<file path="src/rtl/seg7_pkg.sv">
// ---------------------------------------------------------------------------
// seg7_pkg
// Shared definitions for the 7-segment scan controller:
//   SEG_OFF      - active-low "all segments dark" pattern (dp included)
//   scan_state_t - scan sequencer states
//   digit_t      - 3-bit digit value
//   next_ptr()   - digit pointer advance with wrap at the last position
// ---------------------------------------------------------------------------
package seg7_pkg;

  localparam logic [7:0] SEG_OFF = 8'hFF;

  typedef enum logic [1:0] {
    S_OFF   = 2'd0,
    S_LOAD  = 2'd1,
    S_SHOW  = 2'd2,
    S_GUARD = 2'd3
  } scan_state_t;

  typedef logic [2:0] digit_t;

  // Advance the scan pointer, wrapping to 0 after the last populated digit.
  function automatic logic [2:0] next_ptr(input logic [2:0] p, input logic [2:0] last);
    logic [2:0] r;
    if (p == last) begin
      r = 3'd0;
    end else begin
      r = p + 3'd1;
    end
    return r;
  endfunction

endpackage

</file>
<file path="src/rtl/seg7_regfile.sv">
// ---------------------------------------------------------------------------
// seg7_regfile
// Per-digit value/blank storage with one write port and one async read port.
// Ports:
//   clk, rst            - clock, synchronous active-high reset
//   wr_en               - write strobe (handshake already qualified)
//   wr_idx/wr_val/wr_blank - write address and data; idx >= NDIG is dropped
//   rd_idx              - read address (scan pointer)
//   rd_val/rd_blank     - combinational read data
// Reset leaves every digit at value 0 and blanked.
// ---------------------------------------------------------------------------
module seg7_regfile
  import seg7_pkg::*;
#(
  parameter int NDIG = 8
) (
  input  logic       clk,
  input  logic       rst,
  input  logic       wr_en,
  input  logic [2:0] wr_idx,
  input  digit_t     wr_val,
  input  logic       wr_blank,
  input  logic [2:0] rd_idx,
  output digit_t     rd_val,
  output logic       rd_blank
);

  digit_t r_val   [NDIG];
  logic   r_blank [NDIG];

  // Storage update: reset to dark zeros, otherwise write the addressed digit.
  always_ff @(posedge clk) begin
    if (rst) begin
      for (int i = 0; i < NDIG; i++) begin
        r_val[i]   <= 3'd0;
        r_blank[i] <= 1'b1;
      end
    end else begin
      // Out-of-range indices match no entry and are silently discarded.
      for (int i = 0; i < NDIG; i++) begin
        if (wr_en && (wr_idx == 3'(i))) begin
          r_val[i]   <= wr_val;
          r_blank[i] <= wr_blank;
        end
      end
    end
  end

  // Async read mux built as an AND-OR so no index-width truncation is needed.
  always_comb begin
    rd_val   = 3'd0;
    rd_blank = 1'b0;
    for (int i = 0; i < NDIG; i++) begin
      rd_val   = rd_val   | ({3{rd_idx == 3'(i)}} & r_val[i]);
      rd_blank = rd_blank | ((rd_idx == 3'(i)) & r_blank[i]);
    end
  end

endmodule

</file>
<file path="src/rtl/seg7_scan_ctrl.sv">
// ---------------------------------------------------------------------------
// seg7_scan_ctrl
// Time-multiplexed scan of NDIG digits through one external 3-to-7 decoder.
// Each slot is DIV cycles: 1 LOAD + (DIV-GUARD-1) SHOW + GUARD dark cycles.
// Ports:
//   clk, rst        - clock, synchronous active-high reset
//   en              - scan enable; low forces the display dark, pointer held
//   wr_valid/wr_ready, wr_idx/wr_val/wr_blank - digit register write port
//   dec_b           - registered value presented to the shared decoder
//   dec_h           - decoder result, active-low segments, bit 0 = dp
//   seg_o           - registered active-low segments
//   an_o            - registered active-low digit enables, at most one low
// ---------------------------------------------------------------------------
module seg7_scan_ctrl
  import seg7_pkg::*;
#(
  parameter int NDIG  = 8,
  parameter int DIV   = 1000,
  parameter int GUARD = 16
) (
  input  logic            clk,
  input  logic            rst,
  input  logic            en,
  input  logic            wr_valid,
  output logic            wr_ready,
  input  logic [2:0]      wr_idx,
  input  logic [2:0]      wr_val,
  input  logic            wr_blank,
  output logic [2:0]      dec_b,
  input  logic [7:0]      dec_h,
  output logic [7:0]      seg_o,
  output logic [NDIG-1:0] an_o
);

  localparam int              CW        = (DIV > 1) ? $clog2(DIV) : 1;
  localparam logic [CW-1:0]   CNT_ZERO  = CW'(0);
  localparam logic [CW-1:0]   CNT_ONE   = CW'(1);
  localparam logic [CW-1:0]   SHOW_LAST = CW'(DIV - GUARD - 1);
  localparam logic [CW-1:0]   SLOT_LAST = CW'(DIV - 1);
  localparam logic [2:0]      PTR_LAST  = 3'(NDIG - 1);
  localparam logic [NDIG-1:0] AN_OFF    = {NDIG{1'b1}};

  scan_state_t     r_state, w_state;
  logic [2:0]      r_ptr, w_ptr;
  logic [CW-1:0]   r_cnt, w_cnt;
  logic            r_cur_blank, w_cur_blank;
  digit_t          r_dec_b, w_dec_b;
  logic [7:0]      r_seg, w_seg;
  logic [NDIG-1:0] r_an, w_an;
  logic [NDIG-1:0] w_an_lit;
  digit_t          w_rd_val;
  logic            w_rd_blank;
  logic            w_wr_fire;

  // The port is ready in every non-reset cycle, so writes during rst drop.
  assign wr_ready  = ~rst;
  assign w_wr_fire = wr_valid & ~rst;

  seg7_regfile #(
    .NDIG (NDIG)
  ) u_regfile (
    .clk      (clk),
    .rst      (rst),
    .wr_en    (w_wr_fire),
    .wr_idx   (wr_idx),
    .wr_val   (wr_val),
    .wr_blank (wr_blank),
    .rd_idx   (r_ptr),
    .rd_val   (w_rd_val),
    .rd_blank (w_rd_blank)
  );

  // One-cold digit enable for the digit under the pointer.
  always_comb begin
    w_an_lit = AN_OFF;
    for (int i = 0; i < NDIG; i++) begin
      if (r_ptr == 3'(i)) begin
        w_an_lit[i] = 1'b0;
      end else begin
        w_an_lit[i] = 1'b1;
      end
    end
  end

  // Scan sequencer next-state and next-output logic; outputs default dark.
  always_comb begin
    w_state     = r_state;
    w_ptr       = r_ptr;
    w_cnt       = r_cnt;
    w_cur_blank = r_cur_blank;
    w_dec_b     = r_dec_b;
    w_seg       = SEG_OFF;
    w_an        = AN_OFF;
    if (!en) begin
      w_state = S_OFF;
      w_cnt   = CNT_ZERO;
    end else begin
      case (r_state)
        S_OFF: begin
          w_state = S_LOAD;
        end
        S_LOAD: begin
          // Latch the slot content; later writes wait for the next LOAD.
          w_cur_blank = w_rd_blank;
          w_dec_b     = w_rd_val;
          w_cnt       = CNT_ONE;
          w_state     = S_SHOW;
        end
        S_SHOW: begin
          // dec_b has been stable since LOAD, so dec_h is settled here.
          if (r_cur_blank) begin
            w_seg = SEG_OFF;
            w_an  = AN_OFF;
          end else begin
            w_seg = dec_h;
            w_an  = w_an_lit;
          end
          w_cnt = r_cnt + CNT_ONE;
          if (r_cnt == SHOW_LAST) begin
            w_state = S_GUARD;
          end else begin
            w_state = S_SHOW;
          end
        end
        S_GUARD: begin
          if (r_cnt == SLOT_LAST) begin
            w_ptr   = next_ptr(r_ptr, PTR_LAST);
            w_cnt   = CNT_ZERO;
            w_state = S_LOAD;
          end else begin
            w_cnt   = r_cnt + CNT_ONE;
            w_state = S_GUARD;
          end
        end
        default: begin
          w_state = S_OFF;
        end
      endcase
    end
  end

  // State and output registers with synchronous reset to the dark state.
  always_ff @(posedge clk) begin
    if (rst) begin
      r_state     <= S_OFF;
      r_ptr       <= 3'd0;
      r_cnt       <= CNT_ZERO;
      r_cur_blank <= 1'b1;
      r_dec_b     <= 3'd0;
      r_seg       <= SEG_OFF;
      r_an        <= AN_OFF;
    end else begin
      r_state     <= w_state;
      r_ptr       <= w_ptr;
      r_cnt       <= w_cnt;
      r_cur_blank <= w_cur_blank;
      r_dec_b     <= w_dec_b;
      r_seg       <= w_seg;
      r_an        <= w_an;
    end
  end

  assign dec_b = r_dec_b;
  assign seg_o = r_seg;
  assign an_o  = r_an;

endmodule

</file>
<file path="config.mk">
export PLATFORM = sky130hd
export DESIGN_NAME = seg7_scan_ctrl
export DESIGN_NICKNAME = d
export VERILOG_FILES = /design/src/rtl/seg7_pkg.sv /design/src/rtl/seg7_regfile.sv /design/src/rtl/seg7_scan_ctrl.sv
export SDC_FILE = /design/constraint.sdc
export NUM_CORES = 1
export LEC_CHECK = 0
export ABC_AREA = 1
export CAP_MARGIN = 0
export CORE_MARGIN = 8
export CORE_UTILIZATION = 50
export CTS_BUF_LIST = sky130_fd_sc_hd__clkbuf_8
export DETAILED_ROUTE_END_ITERATION = 12
export PLACE_DENSITY = 0.74
export SLEW_MARGIN = 5
export SYNTH_ARGS = -nofsm -noshare
export SYNTH_HDL_FRONTEND = slang
export SYNTH_SLANG_ARGS = --single-unit
</file>
<file path="constraint.sdc">
create_clock -name clk -period 1.7 [get_ports clk]
set_input_delay 0.255 -clock clk [delete_from_list [all_inputs] [get_ports clk]]
set_output_delay 0.255 -clock clk [all_outputs]
set_load 0.03 [all_outputs]
</file>
==> impl_metrics.toml <==
[worst_hold_path]
holdPathStages = 3
hold_path_class = "primary input to flop"

[critical_path]
crit_path_end = "dec_b[2]"
crit_fanout = 2
worstPathCellList = "clkdlybuf4s50_1"
critPathKind = "flop to output pin"
crit_start = "dec_b[2]"
cpMaxStageDelayCell = "clkdlybuf4s50_1"
r2r_slack_ns = 0.20
reg2reg_to = "r_cnt[0]"
arrival_ns = 1.38
r2r_cells = 6
path_buf_inv = 1
reg2reg_from = "r_cnt[0]"
worstSetupEndpointType = "output pin"
critPathLaunchType = "flop"
max_stage_delay_ns = 0.68
crit_family = "buffers and inverters"
cp_data_required_time_ns = 1.44
critical_path_depth = 1

[power_and_ir_drop]
vdd.ir_drop.worst_mv = 0.413
p_leak_nw = 1.54
powerDensity_nw_per_um2 = 845
power_mw = 3.10

[floorplan]
design.die.area_um2 = 8580
start_util = 0.508
core_region_area_um2 = 5780
die_h_um = 92.6
die_w_um = 92.6
io_pins = 39
fp-row-count = 28

[sta]
tightest_slew_ns = 0.347
maxClockFrequency_mhz = 612
hold_violations = 0
report.final.slew_viol_count = 0
skew_ns = 0.00556
finalCriticalPeriod_ns = 1.63
setup_slack_ns = 0.0656
tns_ns = 0
setup_violations = 0
relSlewSlack = 0.768
holdWs_ns = 0.432
post-route-period-util = 0.961
rsz0062_at_grt = "false"

[drt]
drt_drc_violations_left = 0
drtIter0Drc = 96
wl_um = 6190
vias = 2366
dr_wl_met3_um = 400
wl_met1_um = 2680
detail_route.first_pass.iterations = 4
post_drt_wl_per_cell_um = 12.6
antenna_left = 0
via_per_inst = 4.80
routed-wl-met2_um = 3010
dr.max_layer_used = "met4"

[clock_tree]
htree_levels = 3
cts_root_buffer = "clkbuf_8"
path_clk_slew_ns = 0.07
cts_made_buffers = 9
insertion_delay_ns = 0.35
cts_tree = "yes"
post_cts_buffers = 0
cts.hold.buffers_added = 0
cts_resized = 0
cts.sinks = 67
cts_max_path_buffers = 2

[grt]
grt_max_degree = 17
grt_pass1_vias = 2310
grt_pass1_wl_um = 10200
grt_antenna_before_repair = 0
grt_overflow = 0
groute.usage.overall = 0.153

[placement]
gp_congestion = 0.863
place_ws_ns = 0.00858
dp_hpwl_um = 4740
placedCellCount = 477
dpl-instance-area_um2 = 3500
io_buffers = 38

[flow_run]
cap_violations = 0

[synth]
synth.avg_cell_area_um2 = 8.32
synthCells = 353
synth.distinct_cells = 23
syn-num-nets = 379
yosysWarnings = 0
ys_seq_area_frac = 0.566
ys_ff_latch = 67
syn_area_um2 = 2940

[status]
outcome = "completed"

[layout]
final_cell_area_um2 = 3670
n_antenna_cell = 0
area_growth_pct = 25.1
fin_util = 0.635
drive_gt1_frac = 0.0885
finalNonFillerCells = 493
fin_nets = 439
==> synthesized netlist by cell type (all sizes together) <==
| master | number | area (µm²) |
|---|---|---|
| a21oi | 17 | 88.8 |
| a31oi | 4 | 25.0 |
| buf | 3 | 21.3 |
| dfxtp | 35 | 701 |
| edfxtp | 32 | 961 |
| ha | 7 | 87.6 |
| inv | 55 | 206 |
| nand2 | 105 | 394 |
| nand3 | 16 | 85.1 |
| nand4 | 3 | 25.0 |
| nor2 | 60 | 238 |
| nor3 | 3 | 15.0 |
| nor4 | 1 | 21.3 |
| o211ai | 1 | 7.51 |
| o21ai | 10 | 50.1 |
| xor2 | 1 | 8.76 |
==> kinds of logic after synthesis <==
logic type      Yosys count  share of synthesized area
simple gates            188                      0.265
compound gates           32                     0.0584
buf+inv                  58                     0.0776
fa+ha+maj                 7                     0.0298
xor+xnor                  1                    0.00298
flops                    67                      0.566
==> worst min path at each step <==
stage                  start       end  slack, ns
detailed placement  r_cnt[1]  r_cnt[1]       0.50
global route        dec_h[4]  seg_o[4]       0.43
global placement    r_cnt[2]  r_cnt[2]       0.49
CTS                 dec_h[4]  seg_o[4]       0.43
floorplan           dec_h[0]  seg_o[0]       0.35
finish              dec_h[2]  seg_o[2]       0.43
==> registers in the layout, summed over array words and instances (netlist names) <==
register,flops
seg_o,8
r_state,2
an_o,8
r_ptr,3
u_regfile.r_val,24
dec_b,3
u_regfile.r_blank,8
r_cnt,10
r_cur_blank,1
==> cells in the final DEF, fill, tap and decap left out, types with 2 or more instances in the layout <==
cell | netlist | layout
nand2_1 | 105 | 105
nor2_1 | 57 | 57
inv_1 | 54 | 54
clkdlybuf4s50_1 | 0 | 37
dfxtp_1 | 35 | 35
edfxtp_1 | 32 | 32
a21oi_1 | 16 | 16
nand3_1 | 15 | 15
buf_4 | 0 | 14
o21ai_0 | 10 | 10
clkbuf_8 | 0 | 9
ha_1 | 7 | 7
a31oi_1 | 4 | 4
nor3_1 | 3 | 3
nor2_2 | 2 | 2
nand4_1 | 2 | 2
clkinvlp_4 | 0 | 2
clkinv_1 | 0 | 2
clkinv_4 | 0 | 2
==> layer usage <==
metal / GRT usage / vias to the layer above
li1: - / 1235
met1: 0.170 / 1047
met2: 0.257 / 72
met3: 0.0542 / 12
met4: 0.0711 / 0
met5: 0 / -
==> area by class of cell <==
class | count | area [µm²]
fill | 505 | 2110
clock buffer | 9 | 124
inverter | 55 | 206
timing repair buffer | 52 | 495
multi-input combinational | 228 | 1050
tap | 75 | 93.8
clock inverter | 7 | 45.0
sequential | 67 | 1660
==> report_power, final <==
part | internal (mW) | switching, mW | leakage [nW]
logic | 0.0856 | 0.113 | 0.861
clock network | 0.520 | 0.608 | 0.0803
registers | 1.75 | 0.0267 | 0.594
Note: power is estimated with default switching activity, not from simulation.
